[config.mk]
export PLATFORM = sky130hd
export DESIGN_NAME = morse_game_ctrl
export DESIGN_NICKNAME = d
export VERILOG_FILES = /design/src/rtl/morse_game_pkg.sv /design/src/rtl/highscore_table.sv /design/src/rtl/morse_game_ctrl.sv
export SDC_FILE = /design/constraint.sdc
export NUM_CORES = 1
export LEC_CHECK = 0
export ABC_CLOCK_PERIOD_IN_PS = 4440
export CELL_PAD_IN_SITES_DETAIL_PLACEMENT = 1
export CELL_PAD_IN_SITES_GLOBAL_PLACEMENT = 1
export CORE_UTILIZATION = 42
export CTS_CLUSTER_DIAMETER = 150
export DETAILED_ROUTE_END_ITERATION = 10
export GPL_TIMING_DRIVEN = 0
export PLACE_DENSITY = 0.81
export SETUP_SLACK_MARGIN = 0.15
export SYNTH_ARGS = -nofsm -noshare
export SYNTH_HDL_FRONTEND = slang
export SYNTH_SLANG_ARGS = --single-unit
[constraint.sdc]
create_clock -name clk -period 4.44 [get_ports clk]
set_clock_uncertainty 0.1 [all_clocks]
set_input_delay 0.888 -clock clk [delete_from_list [all_inputs] [get_ports clk]]
set_output_delay 0.888 -clock clk [all_outputs]
set_load 0.005 [all_outputs]
[src/rtl/morse_game_pkg.sv]
// Shared types, widths and default timing constants for the Morse game round sequencer.
package morse_game_pkg;

   localparam int SCORE_W            = 4;
   localparam int PID_W              = 3;
   localparam int NUM_PLAYERS        = 1 << PID_W;

   localparam int DEF_NUM_ROUNDS     = 8;
   localparam int DEF_TIMEOUT_CYCLES = 1000;
   localparam int DEF_RESULT_HOLD    = 50;
   localparam int DEF_ROM_LAT        = 1;
   localparam int DEF_ROM_AW         = 6;

   typedef enum logic [2:0] {
      ST_IDLE,
      ST_FETCH,
      ST_WAIT_ROM,
      ST_PROMPT,
      ST_CHECK,
      ST_RESULT,
      ST_LOGOUT,
      ST_WAIT_LOW
   } state_t;

   // Sizes the shared per-state timer so it covers the longest wait.
   function automatic int max3(input int a, input int b, input int c);
      int m;
      m = a;
      if (b > m) m = b;
      if (c > m) m = c;
      return m;
   endfunction

endpackage

[src/rtl/highscore_table.sv]
// Per-player high-score register file: one write port, two combinational read ports.
module highscore_table
   import morse_game_pkg::*;
(
   input  logic               i_clk,
   input  logic               i_rst_n,
   input  logic               i_we,
   input  logic [PID_W-1:0]   i_waddr,
   input  logic [SCORE_W-1:0] i_wdata,
   input  logic [PID_W-1:0]   i_raddr_a,
   output logic [SCORE_W-1:0] o_rdata_a,
   input  logic [PID_W-1:0]   i_raddr_b,
   output logic [SCORE_W-1:0] o_rdata_b
);

   logic [SCORE_W-1:0] r_mem [NUM_PLAYERS];

   always_ff @(posedge i_clk or negedge i_rst_n) begin
      if (!i_rst_n) begin
         for (int i = 0; i < NUM_PLAYERS; i++) begin
            r_mem[i] <= '0;
         end
      end else if (i_we) begin
         r_mem[i_waddr] <= i_wdata;
      end
   end

   assign o_rdata_a = r_mem[i_raddr_a];
   assign o_rdata_b = r_mem[i_raddr_b];

endmodule

[src/rtl/morse_game_ctrl.sv]
// Round sequencer for the Morse game: fetch prompt, collect answer or time out, score, log out.
module morse_game_ctrl
   import morse_game_pkg::*;
#(
   parameter int NUM_ROUNDS     = DEF_NUM_ROUNDS,
   parameter int TIMEOUT_CYCLES = DEF_TIMEOUT_CYCLES,
   parameter int RESULT_HOLD    = DEF_RESULT_HOLD,
   parameter int ROM_AW         = DEF_ROM_AW,
   parameter int ROM_LAT        = DEF_ROM_LAT
) (
   input  logic               clk,
   input  logic               rst,
   input  logic               LoggedIn,
   input  logic [PID_W-1:0]   PlayerID_from_pswd,
   input  logic               isGuest_from_PSWD,
   input  logic [3:0]         UserDigit,
   input  logic               UserLoad,
   output logic               rom_rd,
   output logic [ROM_AW-1:0]  rom_addr,
   input  logic [3:0]         rom_data,
   output logic [3:0]         prompt_code,
   output logic               prompt_valid,
   output logic [3:0]         round_idx,
   output logic [SCORE_W-1:0] score,
   output logic [SCORE_W-1:0] high_score,
   output logic               new_record,
   output logic               game_active,
   output logic               logout_from_gamectrl
);

   localparam int TMR_W = $clog2(max3(TIMEOUT_CYCLES, RESULT_HOLD, ROM_LAT)) + 1;
   localparam logic [TMR_W-1:0]  LAT_LAST   = TMR_W'(ROM_LAT - 1);
   localparam logic [TMR_W-1:0]  TO_LAST    = TMR_W'(TIMEOUT_CYCLES - 1);
   localparam logic [TMR_W-1:0]  HOLD_LAST  = TMR_W'(RESULT_HOLD - 1);
   localparam logic [3:0]        LAST_ROUND = 4'(NUM_ROUNDS - 1);
   localparam logic [ROM_AW-1:0] ROUNDS_A   = ROM_AW'(NUM_ROUNDS);

   state_t             r_state;
   state_t             w_state_nxt;
   logic [TMR_W-1:0]   r_timer;
   logic [PID_W-1:0]   r_pid;
   logic [3:0]         r_round;
   logic [SCORE_W-1:0] r_score;
   logic [3:0]         r_expected;
   logic [3:0]         r_answer;
   logic               r_miss;

   logic               w_in_game;
   logic               w_abort;
   logic               w_timed;
   logic               w_rec_we;
   logic [SCORE_W-1:0] w_tbl_pid;

   assign w_in_game = r_state inside {ST_FETCH, ST_WAIT_ROM, ST_PROMPT, ST_CHECK, ST_RESULT};
   assign w_abort   = w_in_game && !LoggedIn;
   assign w_timed   = r_state inside {ST_WAIT_ROM, ST_PROMPT, ST_RESULT};

   always_ff @(posedge clk or negedge rst) begin
      if (!rst) begin
         r_state <= ST_IDLE;
      end else begin
         r_state <= w_state_nxt;
      end
   end

   always_comb begin
      w_state_nxt = r_state;
      case (r_state)
         ST_IDLE:     if (LoggedIn) w_state_nxt = ST_FETCH;
         ST_FETCH:    w_state_nxt = ST_WAIT_ROM;
         ST_WAIT_ROM: if (r_timer == LAT_LAST) w_state_nxt = ST_PROMPT;
         // An answer in the final window cycle still lands in CHECK as an answer.
         ST_PROMPT:   if (UserLoad || r_timer == TO_LAST) w_state_nxt = ST_CHECK;
         ST_CHECK:    w_state_nxt = (r_round == LAST_ROUND) ? ST_RESULT : ST_FETCH;
         ST_RESULT:   if (r_timer == HOLD_LAST) w_state_nxt = ST_LOGOUT;
         ST_LOGOUT:   w_state_nxt = ST_WAIT_LOW;
         ST_WAIT_LOW: if (!LoggedIn) w_state_nxt = ST_IDLE;
         default:     w_state_nxt = ST_IDLE;
      endcase
      if (w_abort) w_state_nxt = ST_IDLE;
   end

   always_comb begin
      rom_rd               = 1'b0;
      prompt_valid         = 1'b0;
      game_active          = 1'b0;
      logout_from_gamectrl = 1'b0;
      w_rec_we             = 1'b0;
      case (r_state)
         ST_FETCH: begin
            rom_rd      = 1'b1;
            game_active = 1'b1;
         end
         ST_WAIT_ROM: game_active = 1'b1;
         ST_PROMPT: begin
            prompt_valid = 1'b1;
            game_active  = 1'b1;
         end
         ST_CHECK: game_active = 1'b1;
         ST_RESULT: begin
            game_active = 1'b1;
            w_rec_we    = (r_timer == '0) && LoggedIn && !isGuest_from_PSWD
                          && (r_score > w_tbl_pid);
         end
         ST_LOGOUT: logout_from_gamectrl = 1'b1;
         default: ;
      endcase
   end

   // The timer restarts on every state change, so each timed state sees 0 on entry.
   always_ff @(posedge clk or negedge rst) begin
      if (!rst) begin
         r_timer    <= '0;
         r_pid      <= '0;
         r_round    <= '0;
         r_score    <= '0;
         r_expected <= '0;
         r_answer   <= '0;
         r_miss     <= 1'b0;
      end else begin
         if (!w_timed || w_state_nxt != r_state) begin
            r_timer <= '0;
         end else begin
            r_timer <= r_timer + TMR_W'(1);
         end

         case (r_state)
            ST_IDLE: begin
               if (w_state_nxt == ST_FETCH) begin
                  r_score <= '0;
                  r_round <= '0;
                  r_pid   <= PlayerID_from_pswd;
               end
            end
            ST_WAIT_ROM: begin
               if (w_state_nxt == ST_PROMPT) r_expected <= rom_data;
            end
            ST_PROMPT: begin
               if (w_state_nxt == ST_CHECK) begin
                  r_answer <= UserDigit;
                  r_miss   <= !UserLoad;
               end
            end
            ST_CHECK: begin
               if (!w_abort) begin
                  if (!r_miss && r_answer == r_expected) r_score <= r_score + SCORE_W'(1);
                  if (r_round != LAST_ROUND) r_round <= r_round + 4'd1;
               end
            end
            default: ;
         endcase
      end
   end

   highscore_table u_table (
      .i_clk     (clk),
      .i_rst_n   (rst),
      .i_we      (w_rec_we),
      .i_waddr   (r_pid),
      .i_wdata   (r_score),
      .i_raddr_a (PlayerID_from_pswd),
      .o_rdata_a (high_score),
      .i_raddr_b (r_pid),
      .o_rdata_b (w_tbl_pid)
   );

   assign rom_addr    = ROM_AW'(r_pid) * ROUNDS_A + ROM_AW'(r_round);
   assign prompt_code = r_expected;
   assign round_idx   = r_round;
   assign score       = r_score;
   assign new_record  = w_rec_we;

endmodule

==> results_dict.tcl, run 1 <==
set metrics [dict create \
    hp-class "reg -> reg" \
    outcome "completed" \
    cts_buffer_depth 2 \
    p_comb_share_pct 24.8 \
    hold_path_end "r_miss$_DFFE_PN0P_" \
    vias 2818 \
    cts_buffers 9 \
    die_area_sq_mm 0.009274 \
    crit_path_max_fanout 10 \
    gp_congestion 0.8578 \
    dp_hpwl_microns 6920 \
    die_width_microns 96.30 \
    multi_input_area_sq_mm 0.001977 \
    power.share.clock_pct 33.4 \
    clock_sinks 66 \
    min_period_ps 4185 \
    grt_max_degree 67 \
    cp.arrival_ps 3200 \
    r2r-start "r_pid[0]$_DFFE_PN0P_" \
    coreArea_sq_mm 0.008678 \
    hold_violations 0 \
    grt_pass1_vias 3001 \
    fin_nets 409 \
    grt_pass1_wl_microns 15500 \
    synth_area_leaders "dfrtp_1 44%, mux2_2 13%, mux4_2 8.4%, ha_1 3.7%, nand2_1 2.8%" \
    netlist.area_leader.share_pct 44.22 \
    finalSetupViolCount 0 \
    syn2layout_area_growth_pct 22.24 \
    cts_hold_buffers 0 \
    p_per_area_mw_per_mm2 367.2 \
    power.switching_w 0.0004902 \
    p_int_w 0.001186 \
    yosys-mux-area-fraction_pct 23.12 \
    nFillCells 956 \
    ys_types 51 \
    slowest_stage "mux4_2" \
    synth_top_family_by_area "multiplexers" \
    synth.largest_area_cell "dfrtp_1" \
    initial_core_util_pct 43.04 \
    netlist_area_sq_mm 0.003735 \
    worst_slew_pin_slew_ps 867.4 \
    synth-edff-count 0 \
    route.detailed.drc 0 \
    cts_tree "done" \
    synthAdderAreaFrac_pct 3.685 \
    cts_max_level 3 \
    path_cells "clkbuf_8 -> clkbuf_8 -> mux4_2 -> mux2i_4 -> ha_1 -> and4_1 -> or4_4 -> a211oi_4 -> clkbuf_2" \
    clk_latency_ps 340 \
    track_usage_pct 22.81 \
    placed_cell_area_sq_mm 0.004268 \
    holdCritStartpoint "r_miss$_DFFE_PN0P_" \
    antenna_found_initial 0 \
    wl_microns 9653 \
    final_core_util_pct 52.61 \
    layout-drive-gt1-share_pct 24.29 \
    regToRegEndpoint "u_table.r_mem[0]$_DFFE_PN0P_" \
    drt_first_iter_violations 125 \
    via_per_inst 5.693 \
    p_sw_share_pct 29.24 \
    antenna_cells 0 \
    r2r_cells 12 \
    synth_most_common_cell "dfrtp_1" \
    synthXorXnorAreaFrac_pct 3.752 \
    period_share_pct 94.25 \
    ff_latch_area_sq_mm 0.001653 \
    grt.overflow.total 0 \
    seq_area_frac_synth_pct 44.22 \
    syn_avg_cell_area_sq_um 11.39 \
    cpMostUsedCell "clkbuf_8" \
    crit_family "multiplexers" \
    hold_depth 2 \
    rsz0062_at_grt "no" \
    tns_ps 0 \
    cts-root-buf "clkbuf_8" \
    critPathBufInv 3 \
    ios 43 \
    p_leak_nw 2.007 \
    antenna_left 0 \
    ys_seq_elements 66 \
    worst-path-stages 9 \
    max-slew-margin-rel_pct 42.17 \
    cp_data_required_time_ps 3450 \
    port_buffers 40 \
    clkTransAtPathRegs_ps 80 \
    dr.pass1.iters 4 \
    vdd.ir_drop.worst_mv 0.2399 \
    finalInstanceArea_sq_mm 0.004566 \
    synth_fp_nets 355 \
    holdWs_ps 411.8 \
    pwr-share-seq_pct 41.8 \
    synth_warnings 0 \
    synth-compound-area-share_pct 6.767 \
    num_rows 34 \
    ys_async_sr_fraction_pct 100.0 \
    wl_per_cell_microns 19.50 \
    max_stage_delay_ps 530 \
    ff2ff_setup_slack_ps 500 \
    cp-start-kind "register" \
    drv_cap 0 \
    die_h_microns 96.30 \
    synth_simple_gate_area_share_pct 14.71 \
    netlist_instances 328 \
    timing.fmax_mhz 239.0 \
    yosys-top-cells-count "66 x dfrtp_1, 42 x mux2_2, 28 x nand2_1" \
    drv_slew 0 \
    end_kind "primary output" \
    synth_ff_type "dfrtp_1" \
    critical_path_class "reg -> out" \
]
[routing by layer]
metal / vias up / track usage [%] / part of all wire (%)
met1: 1454 / 27.23 / 43
met3: 9 / 5.055 / 2.7
met2: 51 / 41.37 / 53
li1: 1304 / - / -
met5: - / 0 / 0
met4: 0 / 5.760 / 1.2
[sequential cells by signal, indices dropped and copies added (netlist names)]
register       cells
u_table.r_mem     32
r_timer           11
prompt_code        4
r_answer           4
round_idx          4
score              4
r_pid              3
r_state            3
r_miss             1
[worst register-to-register path: stages (launching register included)]
cell and delay (ps):
dfrtp_1 370, clkbuf_8 180, clkbuf_8 180, mux4_2 530, mux2i_4 190, ha_1 270
and4_1 210, or4_4 510, a211oi_4 260, buf_4 150, buf_4 140, and4_1 390
mux2_1 360
[timing repair]
action	in CTS	in global routing
resized for setup	16	5
setup buffers	2	1
setup endpoints to repair	33	1
pin swaps	1	1
gates cloned	0	0
[logic make-up (layout without fill, tap and decap cells)]
kind of cell / count (synthesis) / after routing
xor+xnor: 16 / 16
fa+ha+maj: 11 / 11
buf+inv: 34 / 93
flops: 66 / 66
mux: 63 / 63
simple gates: 104 / 104
compound gates: 34 / 34
[cell usage in the layout, fill, tap and decap left out, types with 3 or more instances in the layout]
| cell | instances |
|---|---|
| dfrtp_1 | 65 |
| mux2_2 | 42 |
| clkdlybuf4s50_1 | 38 |
| nand2_1 | 28 |
| nor2_1 | 20 |
| mux4_2 | 14 |
| clkbuf_1 | 13 |
| inv_1 | 11 |
| clkbuf_8 | 11 |
| nand3_1 | 11 |
| ha_1 | 11 |
| xnor2_1 | 8 |
| xor2_1 | 8 |
| buf_4 | 7 |
| nor3_1 | 6 |
| o211ai_1 | 6 |
| nand3b_1 | 5 |
| nor2b_1 | 4 |
| clkbuf_2 | 4 |
| nor3b_1 | 4 |
| o21ai_0 | 4 |
| mux2_1 | 4 |
| a21oi_1 | 3 |
| and3_1 | 3 |
| and4_1 | 3 |
| nand4_1 | 3 |
| clkinvlp_4 | 3 |
[power groups by stage]
stage                     registers (W)  logic (W)  clock network [W]
after floorplan                0.000705   0.000216                  0
after global placement         0.000713   0.000370                  0
after detailed placement       0.000716   0.000380                  0
after CTS                      0.000700   0.000417           0.000574
after global routing           0.000708   0.000453           0.000597
final                          0.000701   0.000415           0.000560
[how the worst max path moves through the flow]
stage	startpoint	end
2_1_floorplan	r_pid[0]$_DFFE_PN0P_	new_record
3_3_place_gp	r_pid[0]$_DFFE_PN0P_	new_record
3_5_place_dp	r_pid[0]$_DFFE_PN0P_	new_record
4_1_cts	r_pid[0]$_DFFE_PN0P_	new_record
5_1_grt	r_pid[0]$_DFFE_PN0P_	new_record
6_report	r_pid[0]$_DFFE_PN0P_	new_record
[layout make-up]
class	count	share of cell area [%]
inverter	11	0.9044
tap	108	2.960
buffer	23	2.740
clock inverter	6	2.001
timing repair buffer	43	9.098
clock buffer	10	2.795
multi-input combinational	228	43.30
sequential	66	36.20
[stage by stage]
stage | setup slack (ps) | std cells | power [W]
floorplan | 558.3 | 328 | 0.0009216
CTS | 153.7 | 494 | 0.001692
finish | 255.4 | 495 | 0.001676
global route | 169.2 | 495 | 0.001757
detailed placement | -685.5 | 476 | 0.001097
global placement | -640.6 | 476 | 0.001083
Power figures use the tool's default switching activity.
==> run 2: changes to the inputs <==
--- a/config.mk
+++ b/config.mk
@@ -8,6 +8,7 @@
 export ABC_CLOCK_PERIOD_IN_PS = 4440
 export CELL_PAD_IN_SITES_DETAIL_PLACEMENT = 1
 export CELL_PAD_IN_SITES_GLOBAL_PLACEMENT = 1
+export CORE_ASPECT_RATIO = 1.25
 export CORE_UTILIZATION = 42
 export CTS_CLUSTER_DIAMETER = 150
 export DETAILED_ROUTE_END_ITERATION = 10
==> run 2 against run 1 <==
Routed wire length grew 1.2%. Sequential power is essentially flat. Cell count grew 2.6%. Global-route usage grew 0.16 points. Fmax grew 0.32%. Critical path depth is the same. Sequential cell count is the same. Total power grew 0.78%. First-iteration DRC count shrank 33%.
==> results_dict.tcl, run 2 (synthesis gave the netlist of run 1 again) <==
set metrics [dict create \
    dp.cells 488 \
    drt_first_iter_violations 84 \
    cts_tree "done" \
    dp_hpwl_microns 7123 \
    startpoint "r_pid[0]$_DFFE_PN0P_" \
    grt_pass1_wl_microns 15830 \
    p_leak_nw 2.017 \
    slowest_stage "mux4_2" \
    tns_ps 0 \
    place_ws_ps -672.7 \
    hold_violations 0 \
    power.switching_w 0.0004996 \
    holdWs_ps 413.5 \
    cp-start-kind "register" \
    cp.arrival_ps 3180 \
    dr.pass1.iters 4 \
    cts_max_level 3 \
    vias 2867 \
    drv_cap 0 \
    via_per_inst 5.644 \
    cp_data_required_time_ps 3450 \
    ios 43 \
    layout-drive-gt1-share_pct 24.23 \
    path_cells "clkbuf_8 -> clkbuf_8 -> mux4_2 -> mux2i_4 -> ha_1 -> and4_1 -> or4_4 -> a211oi_4 -> clkbuf_2" \
    setup_ws_ps 268.7 \
    p_comb_share_pct 24.9 \
    layout_common_cells "65 x dfrtp_1, 42 x mux2_2, 38 x clkdlybuf4s50_1" \
    clk_latency_ps 350 \
    fin_cells 508 \
    pwr-share-seq_pct 41.5 \
    gp_congestion 0.8506 \
    clkTransAtPathRegs_ps 80 \
    p_per_area_mw_per_mm2 368.4 \
    crit_path_max_fanout 10 \
    cts_buffers 9 \
    grt_pass1_vias 3025 \
    outcome "completed" \
    timing.fmax_mhz 239.7 \
    top_register "u_table.r_mem" \
    finalSetupViolCount 0 \
    period_share_pct 93.95 \
    layout_commonest_cell "dfrtp_1" \
    cts_hold_buffers 0 \
    worst_slew_pin_slew_ps 864.7 \
    clock_sinks 66 \
    wl_per_cell_microns 19.23 \
    top_regs "u_table.r_mem x32, r_timer x11" \
    port_buffers 40 \
    max-slew-margin-rel_pct 42.35 \
    num_rows 38 \
    nFillCells 930 \
    r2r-start "r_pid[0]$_DFFE_PN0P_" \
    cts_buffer_depth 2 \
    critical_path_class "reg -> out" \
    wl_microns 9770 \
    final_core_util_pct 52.99 \
    vdd.ir_drop.worst_mv 0.2026 \
    coreArea_sq_mm 0.008653 \
    power.share.clock_pct 33.6 \
    antenna_cells 0 \
    fin_nets 410 \
    die_h_microns 107.4 \
    drv_slew 0 \
    p_int_w 0.001190 \
    initial_core_util_pct 43.16 \
    holdCritStartpoint "r_miss$_DFFE_PN0P_" \
    cts-root-buf "clkbuf_8" \
    antenna_found_initial 0 \
    cpMostUsedCell "clkbuf_8" \
    grt.overflow.total 0 \
    end_kind "primary output" \
    hp-class "reg -> reg" \
    min_period_ps 4171 \
    track_usage_pct 22.97 \
    largest_reg_flops 32 \
    antenna_left 0 \
    grt_max_degree 67 \
    syn2layout_area_growth_pct 22.78 \
    route.detailed.drc 0 \
    max_stage_delay_ps 530 \
    p_sw_share_pct 29.57 \
    rsz0062_at_grt "no" \
    die_area_sq_mm 0.009276 \
    die_width_microns 86.35 \
]
-- run 2: worst max-delay path: cells and delay by family (launching register included) --
kind	cells	cell delay (ps)
DFF	1	370
muxes	2	720
and+or+nand+nor	2	710
AOI/OAI and AO/OA	1	260
buffers and inverters	3	510
adders and majority gates	1	260
-- run 2: area by class of cell --
type	count	area, sq um	area share, %
tap	120	150.1	3.274
sequential	66	1653	36.04
multi-input combinational	228	1977	43.11
clock buffer	10	127.6	2.783
inverter	11	41.29	0.9004
buffer	23	123.9	2.701
timing repair buffer	44	422.9	9.222
clock inverter	6	90.09	1.965
-- run 2: routing by layer --
metal  vias to the layer above  track usage [%]  routed length (microns)
met4                         0            12.62                      308
met1                      1470            27.15                     3989
met5                         -                0                        0
met3                        23            3.144                      309
li1                       1305                -                        -
met2                        69            39.97                     5163
-- run 2: path summary, 6_finish.rpt --
| path | slack [ps] | to | cells after the start |
|---|---|---|---|
| worst max-delay path | 270 | new_record | 9 |
| worst min-delay path | 410 | r_miss$_DFFE_PN0P_ | 2 |
| worst max register to register | 490 | u_table.r_mem[3]$_DFFE_PN0P_ | 12 |
| worst min register to register | 410 | r_miss$_DFFE_PN0P_ | 2 |
| max in group asynchronous | 3110 | r_pid[1]$_DFFE_PN0P_ | 1 |
| min in group asynchronous | 530 | u_table.r_mem[19]$_DFFE_PN0P_ | 1 |
-- run 2: through the flow --
| step | area [sq um] | power, W |
|---|---|---|
| 6_report | 4586 | 0.001689 |
| 5_1_grt | 4586 | 0.001769 |
| 4_1_cts | 4568 | 0.001701 |
| 3_5_place_dp | 4283 | 0.001099 |
| 3_3_place_gp | 4285 | 0.001085 |
| 2_1_floorplan | 3735 | 0.0009216 |
-- run 2: power by group through the flow --
stage	clock [W]	sequential [W]	combinational, W
detailed placement	0	0.000717	0.000382
CTS	0.000581	0.000702	0.000418
floorplan	0	0.000705	0.000216
global route	0.000607	0.000708	0.000453
global placement	0	0.000713	0.000372
finish	0.000568	0.000701	0.000420
-- run 2: timing repair --
action	4_1_cts	5_1_grt
endpoints found under the setup margin	33	1
pin swaps	1	1
setup buffers	2	2
resized for setup	16	3
